--- src/rtl/codec_cfg_pkg.sv ---
// Shared types and defaults for the codec register-init sequencer.
package codec_cfg_pkg;

    localparam int ENTRY_W      = 16;
    localparam int DEF_NUM_REGS = 6;

    localparam logic [7:0] DEF_DEV_ADDR = 8'h34;

    // Entry 0 sits in the least significant word.
    localparam logic [DEF_NUM_REGS*ENTRY_W-1:0] DEF_TABLE = {
        16'h0812, 16'h1001, 16'h0E13, 16'h0C07, 16'h13FF, 16'h0A00
    };

    typedef enum logic [2:0] {
        ST_IDLE     = 3'd0,
        ST_ARM      = 3'd1,
        ST_REQ      = 3'd2,
        ST_WAIT_ACC = 3'd3,
        ST_WAIT_CMP = 3'd4,
        ST_GAP      = 3'd5,
        ST_FINISH   = 3'd6,
        ST_FAIL     = 3'd7
    } cfg_state_e;

endpackage

--- src/rtl/cfg_cycle_timer.sv ---
// Down-counter shared by the accept timeout and the inter-word gap: load a count,
// step it down, and flag when it is spent (zero) or on its last cycle (<= 1).
module cfg_cycle_timer #(
    parameter int CNT_W = 10
) (
    input  logic             clk,
    input  logic             reset_n,
    input  logic             i_load,
    input  logic [CNT_W-1:0] i_load_val,
    input  logic             i_dec,
    output logic             o_zero,
    output logic             o_le1
);

    logic [CNT_W-1:0] r_count;

    always_ff @(posedge clk or negedge reset_n) begin
        if (!reset_n) begin
            r_count <= '0;
        end else if (i_load) begin
            r_count <= i_load_val;
        end else if (i_dec && (r_count != '0)) begin
            r_count <= r_count - 1'b1;
        end
    end

    assign o_zero = (r_count == '0);
    assign o_le1  = (r_count <= CNT_W'(1));

endmodule

--- src/rtl/codec_cfg_sequencer.sv ---
// Walks a parameter table of 16-bit codec register words and issues each as one I2C write,
// with accept timeout, NACK retry, inter-word gap, sticky error and re-run on start.
module codec_cfg_sequencer
    import codec_cfg_pkg::*;
#(
    parameter int                          NUM_REGS   = 6,
    parameter logic [NUM_REGS*ENTRY_W-1:0] INIT_TABLE = DEF_TABLE,
    parameter logic [7:0]                  DEV_ADDR   = DEF_DEV_ADDR,
    parameter int                          MAX_RETRY  = 2,
    parameter int                          GAP_CYCLES = 4,
    parameter int                          TIMEOUT    = 1023,
    parameter bit                          AUTO_START = 1'b1,
    localparam int                         IDX_W      = (NUM_REGS > 1) ? $clog2(NUM_REGS) : 1
) (
    input  logic             clk,
    input  logic             reset_n,
    input  logic             start,
    input  logic             busy,
    input  logic             nack,
    output logic             ack_i2c,
    output logic             wr_rd,
    output logic [7:0]       addr,
    output logic [15:0]      data_config,
    output logic [IDX_W-1:0] cfg_index,
    output logic             done_config,
    output logic             error,
    output logic             active
);

    localparam int TMAX  = (TIMEOUT > GAP_CYCLES) ? TIMEOUT : GAP_CYCLES;
    localparam int CNT_W = (TMAX > 1) ? $clog2(TMAX + 1) : 1;
    localparam int RTY_W = (MAX_RETRY > 0) ? $clog2(MAX_RETRY + 1) : 1;

    localparam logic [IDX_W-1:0] LAST_IDX = IDX_W'(NUM_REGS - 1);
    localparam logic [CNT_W-1:0] TMO_LOAD = CNT_W'(TIMEOUT);
    localparam logic [CNT_W-1:0] GAP_LOAD = CNT_W'(GAP_CYCLES);
    localparam logic [RTY_W-1:0] RTY_MAX  = RTY_W'(MAX_RETRY);
    localparam cfg_state_e       RST_ST   = AUTO_START ? ST_ARM : ST_IDLE;

    cfg_state_e       r_state, w_next;
    logic [IDX_W-1:0] r_index, w_index_nxt;
    logic [RTY_W-1:0] r_retry, w_retry_nxt;
    logic             r_ack, r_done, r_error, r_active;
    logic             w_retry_take;
    logic             w_tmr_load, w_tmr_dec, w_tmr_zero, w_tmr_le1;
    logic [CNT_W-1:0] w_tmr_val;
    logic [15:0]      w_data;

    cfg_cycle_timer #(
        .CNT_W (CNT_W)
    ) u_timer (
        .clk        (clk),
        .reset_n    (reset_n),
        .i_load     (w_tmr_load),
        .i_load_val (w_tmr_val),
        .i_dec      (w_tmr_dec),
        .o_zero     (w_tmr_zero),
        .o_le1      (w_tmr_le1)
    );

    always_comb begin
        w_next       = r_state;
        w_index_nxt  = r_index;
        w_retry_nxt  = r_retry;
        w_retry_take = 1'b0;
        w_tmr_load   = 1'b0;
        w_tmr_val    = TMO_LOAD;
        w_tmr_dec    = 1'b0;
        case (r_state)
            ST_IDLE: begin
                if (start) begin
                    w_next      = ST_ARM;
                    w_index_nxt = '0;
                    w_retry_nxt = '0;
                end
            end
            ST_ARM: begin
                if (!busy) w_next = ST_REQ;
            end
            ST_REQ: begin
                w_next     = ST_WAIT_ACC;
                w_tmr_load = 1'b1;
                w_tmr_val  = TMO_LOAD;
            end
            ST_WAIT_ACC: begin
                if (busy)            w_next       = ST_WAIT_CMP;
                else if (w_tmr_zero) w_retry_take = 1'b1;
                else                 w_tmr_dec    = 1'b1;
            end
            // Entering WAIT_CMP required busy high, so busy low here is its falling edge.
            ST_WAIT_CMP: begin
                if (!busy) begin
                    if (nack) begin
                        w_retry_take = 1'b1;
                    end else if (r_index == LAST_IDX) begin
                        w_next = ST_FINISH;
                    end else begin
                        w_next      = ST_GAP;
                        w_index_nxt = r_index + 1'b1;
                        w_retry_nxt = '0;
                        w_tmr_load  = 1'b1;
                        w_tmr_val   = GAP_LOAD;
                    end
                end
            end
            ST_GAP: begin
                if (w_tmr_le1) w_next    = ST_ARM;
                else           w_tmr_dec = 1'b1;
            end
            ST_FINISH: w_next = ST_IDLE;
            ST_FAIL:   w_next = ST_IDLE;
            default:   w_next = ST_IDLE;
        endcase
        if (w_retry_take) begin
            if (r_retry < RTY_MAX) begin
                w_retry_nxt = r_retry + 1'b1;
                w_next      = ST_ARM;
            end else begin
                w_next = ST_FAIL;
            end
        end
    end

    // Status outputs are registered from the next state so they line up with the state they describe.
    always_ff @(posedge clk or negedge reset_n) begin
        if (!reset_n) begin
            r_state  <= RST_ST;
            r_index  <= '0;
            r_retry  <= '0;
            r_ack    <= 1'b0;
            r_done   <= 1'b0;
            r_error  <= 1'b0;
            r_active <= 1'b0;
        end else begin
            r_state  <= w_next;
            r_index  <= w_index_nxt;
            r_retry  <= w_retry_nxt;
            r_ack    <= (w_next == ST_REQ);
            r_done   <= (w_next == ST_FINISH);
            r_active <= (w_next != ST_IDLE) && (w_next != ST_FINISH) && (w_next != ST_FAIL);
            if (w_next == ST_FAIL) begin
                r_error <= 1'b1;
            end else if ((r_state == ST_IDLE) && start) begin
                r_error <= 1'b0;
            end
        end
    end

    always_comb begin
        w_data = INIT_TABLE[ENTRY_W-1:0];
        for (int i = 1; i < NUM_REGS; i++) begin
            if (r_index == IDX_W'(i)) w_data = INIT_TABLE[ENTRY_W*i +: ENTRY_W];
        end
    end

    assign ack_i2c     = r_ack;
    assign wr_rd       = 1'b0;
    assign addr        = DEV_ADDR;
    assign data_config = w_data;
    assign cfg_index   = r_index;
    assign done_config = r_done;
    assign error       = r_error;
    assign active      = r_active;

endmodule

--- config.mk ---
export PLATFORM = sky130hd
export DESIGN_NAME = codec_cfg_sequencer
export DESIGN_NICKNAME = d
export VERILOG_FILES = /design/src/rtl/codec_cfg_pkg.sv /design/src/rtl/cfg_cycle_timer.sv /design/src/rtl/codec_cfg_sequencer.sv
export SDC_FILE = /design/constraint.sdc
export NUM_CORES = 1
export LEC_CHECK = 0
export CORE_MARGIN = 3
export CORE_UTILIZATION = 51
export CTS_BUF_LIST = sky130_fd_sc_hd__clkbuf_8
export CTS_CLUSTER_DIAMETER = 30
export DETAILED_ROUTE_END_ITERATION = 8
export GPL_TIMING_DRIVEN = 0
export PLACE_DENSITY = 0.81
export SYNTH_ARGS = -nofsm -noshare
export SYNTH_HDL_FRONTEND = slang
export SYNTH_SLANG_ARGS = --single-unit
--- constraint.sdc ---
create_clock -name clk -period 3.03 [get_ports clk]
set_input_delay 0.606 -clock clk [delete_from_list [all_inputs] [get_ports clk]]
set_output_delay 0.606 -clock clk [all_outputs]
set_load 0.05 [all_outputs]
==> summary.txt, run 1 <==
Floorplan
  – Die X: 61.5 um
  – Initial Util: 0.551
  – Core footprint: 2850 um2
  – Die Ht: 61.5 um
  – Die area: 3780 um2
  – Row cnt: 19
  – IO Count: 37

Global route
  – Vias in the first global route: 1233
  – Gr usage total: 0.188
  – Global-route wire length before repair: 5430 um
  – Largest net degree at the start of global routing: 23
  – Grt total ovfl: 0
  – Initial antenna violation count: 0

Worst hold path
  – Worst hold stages: 1
  – HP Start: r_retry[0]
  – Hold Path Sink: r_retry[0]
  – Min-Delay Path Class: register to register

Finish
  – Commonest cells after routing, fill and taps aside: dfrtp_1 (21), buf_4 (18), clkdlybuf4s50_1 (15)
  – Fill cells: 244
  – Final Instance Area: 1930 um2
  – Core Util, Final: 0.677
  – Area of the multi-input gates: 866 um2
  – Final net count: 230
  – Layout area overhead: 22.9%
  – Share of cells above drive strength 1: 0.152
  – Antenna cells: 0
  – Commonest non-fill, non-tap cell in the layout: dfrtp_1
  – FF+latch area: 552 um2

Clocking
  – Skew-Pair Late Insertion Delay: 0.26 ns
  – Cts hold-fix bufs: 0
  – Clk root buf: clkbuf_8
  – Clk slew on worst S/H paths: 0.08 ns
  – Max Buffers Root-to-Sink: 2
  – H-tree depth: 1
  – Total CTS buffers: 3
  – Clock sink count: 22
  – CTS tree: yes

Yosys
  – Largest family of logic cells by synthesized area: simple AND/OR/NAND/NOR gates
  – Post-Syn Instances: 180
  – Cell Area, Synth: 1570 um2
  – Adder-Cell Fraction of Synth Area: 0.0557
  – Sequential fraction of the synthesis area: 0.351
  – Post-synth EDFFs: 0
  – Post-synthesis xor/xnor area fraction: 0.00557
  – Synth Area in Compound Gates: 0.205
  – Yosys warnings: 0
  – Flops & latches, synth: 22
  – Asr flop ratio synth: 1.00
  – Post-Synth Simple-Gate Area: 0.241
  – Ys flop type: dfrtp_1
  – Syn avg cell area: 8.73 um2
  – Mux share of post-synthesis cell area: 0.0127
  – Yosys cell types: 48

Setup path
  – Crit path kind: register to primary output
  – Startpoint types: register
  – Critical-path top delay cell: clkdlybuf4s50_1
  – R2r setup slk: 0.62 ns
  – Worst setup EP type: primary output
  – Crit path largest cell delay: 0.85 ns
  – Critical path required time: 2.42 ns
  – Reg2Reg Depth: 6
  – Worst r2r dst: u_timer.r_count[5]
  – Max Fanout on Critical Path: 8
  – Reg2reg start: u_timer.r_count[2]
  – Crit path arrival time: 2.25 ns
  – Crit-path cells: inv_1 > ha_1 > nor2_1 > nand2_1 > o21ai_0 > clkdlybuf4s50_1

Pwr
  – Pwr/cell area: 1010 nW/um2
  – Power consumption: 0.00195 W
  – P_leak: 0.856 nW
  – Peak VDD IR: 0.771 mV

Route
  – DRC viols: 0
  – Routed len/inst: 13.9 um
  – Post-Route WL: 3440 um
  – Vias/cell: 5.70
  – Drt pass-1 iters: 4
  – Initial drt markers: 102
  – Post-route ant nets: 0
  – Vias: 1413

Timing
  – Final setup violation count: 0
  – Slew @ Worst Pin: 0.977 ns
  – Headroom to the max-slew limit: 0.347
  – Period utilisation layout: 0.943
  – Max Clock Skew: 0.00526 ns
  – RSZ-0062 raised after global routing: no
  – Final slew viol count: 0
  – Min Tclk post-route: 2.86 ns
  – Hold Fails Final Rpt: 0
  – Fmax: 350 MHz

Place
  – Hpwl dp: 2650 um
  – Final GP Congestion: 0.935
  – Cell Area, Placed: 1890 um2
  – IO buf count: 24

Job
  – MaxCap Viol Count: 0

Run status
  – Status: completed
[kinds of logic (layout without fill, tap and decap cells)]
| family | Yosys count | count (layout) |
|---|---|---|
| compound gates | 42 | 42 |
| xor+xnor | 1 | 1 |
| fa+ha+maj | 7 | 7 |
| buf+inv | 34 | 61 |
| flops | 22 | 22 |
| mux | 2 | 2 |
| other cells | 2 | 12 |
| simple gates | 70 | 70 |
[metrics by stage]
| stage | TNS (ns) | setup WS (ns) | hold slack (ns) | cells |
|---|---|---|---|---|
| finish | 0 | 0.173 | 0.491 | 248 |
| global placement | 0 | 0.0255 | 0.462 | 245 |
| detailed placement | -0.139 | -0.0368 | 0.484 | 245 |
| global route | 0 | 0.0220 | 0.525 | 248 |
| CTS | 0 | 0.0263 | 0.495 | 249 |
| floorplan | 0 | 0.0620 | 0.310 | 190 |
[timing repair]
item,in CTS,in global routing
setup endpoints to repair,7,11
setup buffers,0,0
resized for setup,14,4
[registers in the layout, summed over array words and instances, names as in the netlist]
register,count
u_timer.r_count,10
cfg_index,3
r_state,3
r_retry,2
ack_i2c,1
active,1
done_config,1
error,1
[critical path: cells and delay by family, from the launching register on]
kind                       cells  cell delay (ns)
and+or+nand+nor                2             0.22
adders and majority gates      1             0.29
buffers and inverters          2             0.95
AOI/OAI and AO/OA              1             0.10
DFF                            1             0.42
[Yosys cell counts, drive strengths merged, types with 2 or more instances]
library cell  count  area (um2)
dfrtp            21         526
buf              20         143
nor2             14        52.6
nand3            12        60.1
o21ai            11        55.1
inv              10        37.5
nand2             9        33.8
nor3              8        40.0
a21oi             7        35.0
ha                7        87.6
nand2b            5        31.3
clkbuf            4        15.0
o211ai            4        30.0
or3               4        25.0
or4               4        30.0
nor3b             3        22.5
o311ai            3        43.8
a211o             2        17.5
conb              2        7.51
mux2i             2        20.0
nand4             2        12.5
nor4              2        18.8
o311a             2        20.0
o31a              2        17.5
[worst max path at each step]
stage	from	to	slack (ns)	depth (start not counted)
final	cfg_index[1]	data_config[10]	0.17	6
after global placement	cfg_index[2]	data_config[8]	0.03	8
after global routing	cfg_index[0]	data_config[10]	0.02	5
after detailed placement	cfg_index[2]	data_config[7]	-0.04	8
after CTS	cfg_index[2]	data_config[0]	0.03	6
after floorplan	cfg_index[2]	data_config[2]	0.06	4
[layout make-up]
| class | count | area share |
|---|---|---|
| plain buffers | 23 | 0.0797 |
| clock buffers | 3 | 0.0214 |
| clock inverters | 1 | 0.00194 |
| inverters | 10 | 0.0194 |
| multi-input cells | 134 | 0.448 |
| flip-flops and latches | 22 | 0.286 |
| well taps | 31 | 0.0201 |
| repair buffers | 24 | 0.124 |
[report_power, final]
| part | total [W] | internal [W] | switching (W) |
|---|---|---|---|
| sequential | 0.000513 | 0.000402 | 0.000111 |
| combinational | 0.00125 | 0.000442 | 0.000807 |
| clock | 0.000186 | 0.0000904 | 0.0000951 |
| total | 0.00195 | 0.000935 | 0.00101 |
[per-layer routing]
metal,global-route usage,vias to the layer above,wire [um]
met3,0.0273,2,168
li1,-,701,-
met2,0.315,39,1740
met5,0,-,0
met4,0.0485,0,8
met1,0.254,671,1530
No activity file was read; power rests on OpenSTA's default activity.
==> run 2, diff against run 1 <==
--- a/config.mk
+++ b/config.mk
@@ -6,12 +6,15 @@
 export NUM_CORES = 1
 export LEC_CHECK = 0
 export CORE_MARGIN = 3
-export CORE_UTILIZATION = 51
+export CORE_UTILIZATION = 53
 export CTS_BUF_LIST = sky130_fd_sc_hd__clkbuf_8
 export CTS_CLUSTER_DIAMETER = 30
 export DETAILED_ROUTE_END_ITERATION = 8
 export GPL_TIMING_DRIVEN = 0
-export PLACE_DENSITY = 0.81
+export PLACE_DENSITY = 0.83
+export SETUP_SLACK_MARGIN = 0.1
+export SLEW_MARGIN = 30
 export SYNTH_ARGS = -nofsm -noshare
 export SYNTH_HDL_FRONTEND = slang
+export SYNTH_HIERARCHICAL = 1
 export SYNTH_SLANG_ARGS = --single-unit
==> run 2 against run 1 <==
Wire length rose by 13%. Global-route usage rose by 0.49 points. Area after synthesis rose by 8.7%. Flip-flop and latch count did not move. Critical path type is now register to register. Synthesized cell count rose by 6.1%. Largest power group unchanged. Sequential share of layout area fell by 3.0 points. Core utilization rose by 6.7 points. Critical path depth rose by 5. Maximum frequency rose by 1.3%. Final cell count rose by 11%. Setup slack improved by 0.036 ns.
==> summary.txt, run 2 <==
Setup path
  – R2r setup slk: 0.21 ns
  – CP most frequent cell: inv_1
  – Worst r2r dst: u_timer/r_count[9]
  – Crit path largest cell delay: 0.50 ns
  – Startpoint types: register
  – Worst setup EP type: register
  – Critical Path Source: u_timer/r_count[0]
  – Max Fanout on Critical Path: 5
  – CP Buf/Inv Count: 2
  – Crit path to: u_timer/r_count[9]
  – Critical path required time: 3.17 ns
  – Critical-path top delay cell: or4_4
  – Crit-path cells: inv_1 > ha_2 > nor3b_2 > nand3_1 > inv_1 > nor3_2 > a21oi_1 > nor2b_2 > or3b_4 > or4_4 > a221o_1
  – CP Depth: 11
  – Largest delay contributor family on the critical path: simple AND/OR/NAND/NOR gates
  – Reg2reg start: u_timer/r_count[0]
  – Reg2Reg Depth: 11
  – Crit path kind: register to register
  – Crit path arrival time: 2.96 ns

Run status
  – Status: completed

Finish
  – Antenna cells: 0
  – Final net count: 247
  – Commonest non-fill, non-tap cell in the layout: nand2_1
  – Commonest cells after routing, fill and taps aside: nand2_1 (22), dfrtp_1 (21), buf_4 (20)
  – Max reg flops: 10
  – Share of cells above drive strength 1: 0.256
  – Biggest register: u_timer/r_count
  – Layout area overhead: 26.4%

Timing
  – Final slew viol count: 0
  – Slew @ Worst Pin: 0.522 ns
  – Fmax: 355 MHz
  – Final setup violation count: 0
  – Max Clock Skew: 0.0106 ns
  – Period utilisation layout: 0.931
  – Headroom to the max-slew limit: 0.651
  – Hold WS: 0.289 ns
  – Hold Fails Final Rpt: 0
  – Min Tclk post-route: 2.82 ns
  – RSZ-0062 raised after global routing: no

Place
  – Hpwl dp: 2710 um
  – Final GP Congestion: 0.915
  – IO buf count: 24

Yosys
  – Top cell type's share of synthesized area: 0.308
  – Sequential fraction of the synthesis area: 0.323
  – Dominant cells by area after synthesis: dfrtp_1 (31%), buf_4 (7.0%), ha_1 (5.1%)
  – Cell Area, Synth: 1710 um2
  – Ys flop type: dfrtp_1
  – Synth cell count leaders: nand2_1 (22), dfrtp_1 (21), buf_4 (16), o21ai_0 (16), nor2_1 (12)
  – Syn avg cell area: 8.94 um2
  – Cell accounting for the most synthesized area: dfrtp_1
  – Post-synth EDFFs: 0
  – Yosys warnings: 6
  – Most frequent cell after synthesis: nand2_1
  – Asr flop ratio synth: 1.00
  – Flops & latches, synth: 22
  – Yosys cell types: 56
  – Post-Syn Instances: 191

Route
  – Initial drt markers: 80
  – Routed len/inst: 14.1 um
  – Vias/cell: 5.47
  – Post-route ant nets: 0
  – Post-Route WL: 3890 um
  – Vias: 1511
  – Drt pass-1 iters: 5
  – DRC viols: 0

Pwr
  – Power consumption: 0.00199 W
  – P_int: 0.00105 W
  – Gate power share: 0.586
  – Peak VDD IR: 0.628 mV
  – NetSw: 0.000948 W
  – Switching share of total power: 0.475
  – Pwr/cell area: 923 nW/um2
  – P_leak: 1.01 nW
  – Sequential Power Share: 0.277
  – Clock Power Share: 0.137

Global route
  – Grt total ovfl: 0
  – Global-route wire length before repair: 6190 um
  – Vias in the first global route: 1369
  – Gr usage total: 0.193
  – Largest net degree at the start of global routing: 23
  – Initial antenna violation count: 0

Clocking
  – Total CTS buffers: 3
  – Clock sink count: 22
  – Clk slew on worst S/H paths: 0.08 ns
  – Clk root buf: clkbuf_8
  – Skew-Pair Late Insertion Delay: 0.27 ns
  – Max Buffers Root-to-Sink: 2
  – CTS tree: yes
  – H-tree depth: 1

Floorplan
  – Row cnt: 19
  – Initial Util: 0.589
  – Core footprint: 2900 um2
  – Die Ht: 62.8 um
  – Die X: 62.8 um
  – Die area: 3940 um2
  – IO Count: 37

Job
  – MaxCap Viol Count: 0

Worst hold path
  – Min-Delay Path Class: input pin to asynchronous set/reset pin
-- run 2: changes by cell type in the layout (fill, tap and decap cells not counted), moves of 4 or more --
| cell | before | now |
|---|---|---|
| or4_1 | 4 | 0 |
| nand2b_1 | 5 | 1 |
| o21ai_0 | 8 | 14 |
| xnor2_1 | 0 | 4 |
| dlymetal6s2s_1 | 2 | 6 |
| o211ai_1 | 4 | 0 |
| nor2b_1 | 1 | 7 |
| clkbuf_2 | 1 | 5 |
| nand3_1 | 12 | 3 |
| nor3_1 | 8 | 2 |
| nand2_1 | 9 | 22 |
| clkdlybuf4s50_1 | 15 | 11 |
-- run 2: worst register-to-register path: cells and delay by family, from the launching register on --
| family | cells | cell delay (ns) |
|---|---|---|
| fa+ha+maj | 1 | 0.20 |
| simple gates | 6 | 1.54 |
| buf+inv | 2 | 0.14 |
| flops | 1 | 0.41 |
| compound gates | 2 | 0.40 |
-- run 2: worst min-delay path by stage --
stage	to	cells past startpoint	slack [ns]	start
after CTS	r_retry[0]	1	0.49	r_retry[0]
after detailed placement	r_retry[0]	1	0.48	r_retry[0]
after global placement	r_retry[0]	1	0.46	r_retry[0]
after floorplan	ack_i2c	0	0.31	reset_n
final	u_timer/r_count[2]	1	0.29	reset_n
after global routing	u_timer/r_count[2]	1	0.31	reset_n
-- run 2: layout make-up --
cell class	count	area (um2)
buffer	23	166
sequential	22	552
clock inverter	1	30.0
tap	42	52.6
fill	222	741
timing repair buffer	28	258
inverter	11	41.3
multi-input combinational	146	1020
clock buffer	3	41.3
-- run 2: metal layers --
layer | wire length (um) | share of wire | track usage
met1 | 1720 | 0.44 | 0.254
met2 | 1820 | 0.47 | 0.320
met3 | 263 | 0.068 | 0.0306
met4 | 83 | 0.021 | 0.0716
met5 | 0 | 0 | 0
-- run 2: cells by family (layout without fill, tap and decap cells) --
logic type               count (synthesis)  count (layout)  share of synthesized area
AO/OA/AOI/OAI                           47              47                      0.197
flip-flops                              22              22                      0.323
buffers and inverters                   34              66                      0.121
adder cells (fa/ha/maj)                  7               7                     0.0513
AND/OR/NAND/NOR                         72              72                      0.265
multiplexers                             3               3                     0.0176
XOR/XNOR                                 4               4                     0.0205
other                                    2              13                    0.00440
-- run 2: power groups by stage --
stage / clock network (W) / registers (W) / logic (W)
global route: 0.000287 / 0.000570 / 0.00127
global placement: 0 / 0.000537 / 0.00109
CTS: 0.000278 / 0.000547 / 0.00112
floorplan: 0 / 0.000571 / 0.000821
detailed placement: 0 / 0.000549 / 0.00112
finish: 0.000272 / 0.000553 / 0.00117
-- run 2: repair_timing --
action / in CTS / in global routing
resized for setup: 9 / 20
hold buffers: 0 / 0
setup endpoints to repair: 12 / 20
pin swaps: 0 / 1
buffers inserted: 0 / 4
-- run 2: metrics by stage --
step | util | setup WS (ns) | std cells | TNS (ns) | instance area [um2]
3_5_place_dp | 0.705 | -0.195 | 268 | -1.49 | 2050
5_1_grt | 0.745 | 0.110 | 276 | 0 | 2160
4_1_cts | 0.730 | 0.116 | 272 | 0 | 2120
6_report | 0.745 | 0.209 | 276 | 0 | 2160
3_3_place_gp | 0.705 | -0.127 | 268 | -0.623 | 2050
2_1_floorplan | - | 0.141 | 202 | 0 | 1750
==> run 3, diff against run 2 <==
--- a/config.mk
+++ b/config.mk
@@ -5,13 +5,13 @@
 export SDC_FILE = /design/constraint.sdc
 export NUM_CORES = 1
 export LEC_CHECK = 0
+export CAP_MARGIN = 20
 export CORE_MARGIN = 3
-export CORE_UTILIZATION = 53
+export CORE_UTILIZATION = 30
 export CTS_BUF_LIST = sky130_fd_sc_hd__clkbuf_8
 export CTS_CLUSTER_DIAMETER = 30
 export DETAILED_ROUTE_END_ITERATION = 8
 export GPL_TIMING_DRIVEN = 0
-export PLACE_DENSITY = 0.83
 export SETUP_SLACK_MARGIN = 0.1
 export SLEW_MARGIN = 30
 export SYNTH_ARGS = -nofsm -noshare
==> run 3 against run 2 <==
Combinational power decreased by 3%. Clock power about the same. Core utilization down 34 points. Sequential share of layout area down 0.13 points. Highest routed layer unchanged.
==> summary.txt, run 3 (same netlist as run 2, synthesis figures left out) <==
Place
  – Final GP Congestion: 0.816
  – IO buf count: 24
  – Hpwl dp: 2640 um
  – Cells after DPL: 296

Job
  – MaxCap Viol Count: 0

Setup path
  – Worst setup EP type: register
  – Critical path required time: 3.18 ns
  – Max Fanout on Critical Path: 10
  – Crit path arrival time: 2.97 ns
  – Startpoint types: input pin
  – Crit path kind: input pin to register
  – Worst r2r dst: u_timer/r_count[9]
  – R2r setup slk: 0.25 ns
  – Reg2Reg Depth: 11
  – Reg2reg start: u_timer/r_count[1]

Clocking
  – CTS tree: yes
  – Total CTS buffers: 3
  – Clock sink count: 22
  – Clk slew on worst S/H paths: 0.08 ns
  – Max Buffers Root-to-Sink: 2
  – Skew-Pair Late Insertion Delay: 0.26 ns
  – Clk root buf: clkbuf_8
  – Cts hold-fix bufs: 0
  – H-tree depth: 1

Timing
  – Fmax: 354 MHz
  – Period utilisation layout: 0.931
  – Final setup violation count: 0
  – Headroom to the max-slew limit: 0.666
  – Min Tclk post-route: 2.82 ns
  – Hold Fails Final Rpt: 0
  – Slew @ Worst Pin: 0.488 ns
  – RSZ-0062 raised after global routing: no
  – Setup TNS Final: 0 ns
  – Hold WS: 0.299 ns
  – Final slew viol count: 0
  – Max Clock Skew: 0.00124 ns

Global route
  – Largest net degree at the start of global routing: 23
  – Grt total ovfl: 0
  – Gr usage total: 0.111
  – Vias in the first global route: 1226
  – Initial antenna violation count: 0
  – Global-route wire length before repair: 5830 um

Finish
  – Commonest cells after routing, fill and taps aside: nand2_1 (22), dfrtp_1 (21), buf_4 (17)
  – Layout area overhead: 27.1%
  – Finished Layout Cells: 301
  – Commonest non-fill, non-tap cell in the layout: nand2_1
  – Antenna cells: 0
  – Share of cells above drive strength 1: 0.247
  – Biggest register: u_timer/r_count
  – Fill cells: 517
  – Max reg flops: 10
  – Final net count: 244

Route
  – Initial drt markers: 66
  – Post-route ant nets: 0
  – Routed len/inst: 11.7 um
  – Vias/cell: 4.51
  – Drt pass-1 iters: 4
  – Vias: 1359
  – Post-Route WL: 3520 um
  – DRC viols: 0

Floorplan
  – Die X: 81.5 um
  – Die Ht: 81.5 um
  – Initial Util: 0.322
  – Row cnt: 26
  – Die area: 6630 um2
  – IO Count: 37
  – Core footprint: 5300 um2

Run status
  – Status: completed

Pwr
  – Pwr/cell area: 894 nW/um2
  – Peak VDD IR: 0.449 mV
  – P_leak: 0.993 nW

Worst hold path
  – Min-Delay Path Class: input pin to asynchronous set/reset pin
==> run 3: metrics by stage <==
stage / total power, W / util / instance area [um2] / setup slack (ns)
floorplan: 0.00139 / - / 1750 / 0.141
global placement: 0.00166 / 0.392 / 2080 / -0.196
detailed placement: 0.00166 / 0.391 / 2080 / -0.213
CTS: 0.00194 / 0.405 / 2150 / 0.113
global route: 0.00209 / 0.409 / 2170 / 0.107
finish: 0.00194 / 0.409 / 2170 / 0.208
==> run 3: worst max-delay path by stage <==
stage,startpoint,endpoint,depth (start not counted)
after detailed placement,nack,u_timer/r_count[0],7
final,busy,u_timer/r_count[9],8
after floorplan,cfg_index[0],data_config[10],4
after global routing,u_timer/r_count[1],u_timer/r_count[9],11
after CTS,cfg_index[0],data_config[2],5
after global placement,nack,u_timer/r_count[0],7
==> run 3: per-layer routing <==
metal / share of wire / track usage / vias up
met3: 0.052 / 0.0274 / 2
met1: 0.49 / 0.145 / 612
met2: 0.45 / 0.183 / 28
li1: - / - / 717
met5: 0 / 0 / -
met4: 0.0040 / 0.0253 / 0
==> run 3: what timing repair did <==
| action | 4_1_cts | 5_1_grt |
|---|---|---|
| setup buffers | 0 | 1 |
| resized for setup | 9 | 19 |
| endpoints found under the setup margin | 12 | 19 |
| pin swaps | 0 | 0 |
==> run 3: final cells by class <==
cell class	instances	area, um2	share of cell area
buffer	23	165	0.0761
clock buffer	3	41.3	0.0190
clock inverter	1	30.0	0.0138
inverter	11	41.3	0.0190
timing repair buffer	25	235	0.108
multi-input combinational	146	1020	0.469
tap	70	87.6	0.0403
sequential	22	552	0.254
==> run 3: power breakdown <==
part	internal (W)	switching, W
registers	0.000409	0.000130
logic	0.000442	0.000685
clock network	0.000176	0.0000983
total	0.00103	0.000914
==> run 3: critical path, cell delays in order <==
cell and delay [ns]:
clkdlybuf4s50_1 0.45, buf_2 0.21, nor3_2 0.16, a21oi_1 0.09, nor2b_2 0.21, or3b_4 0.44
or4_4 0.50, a221o_1 0.31
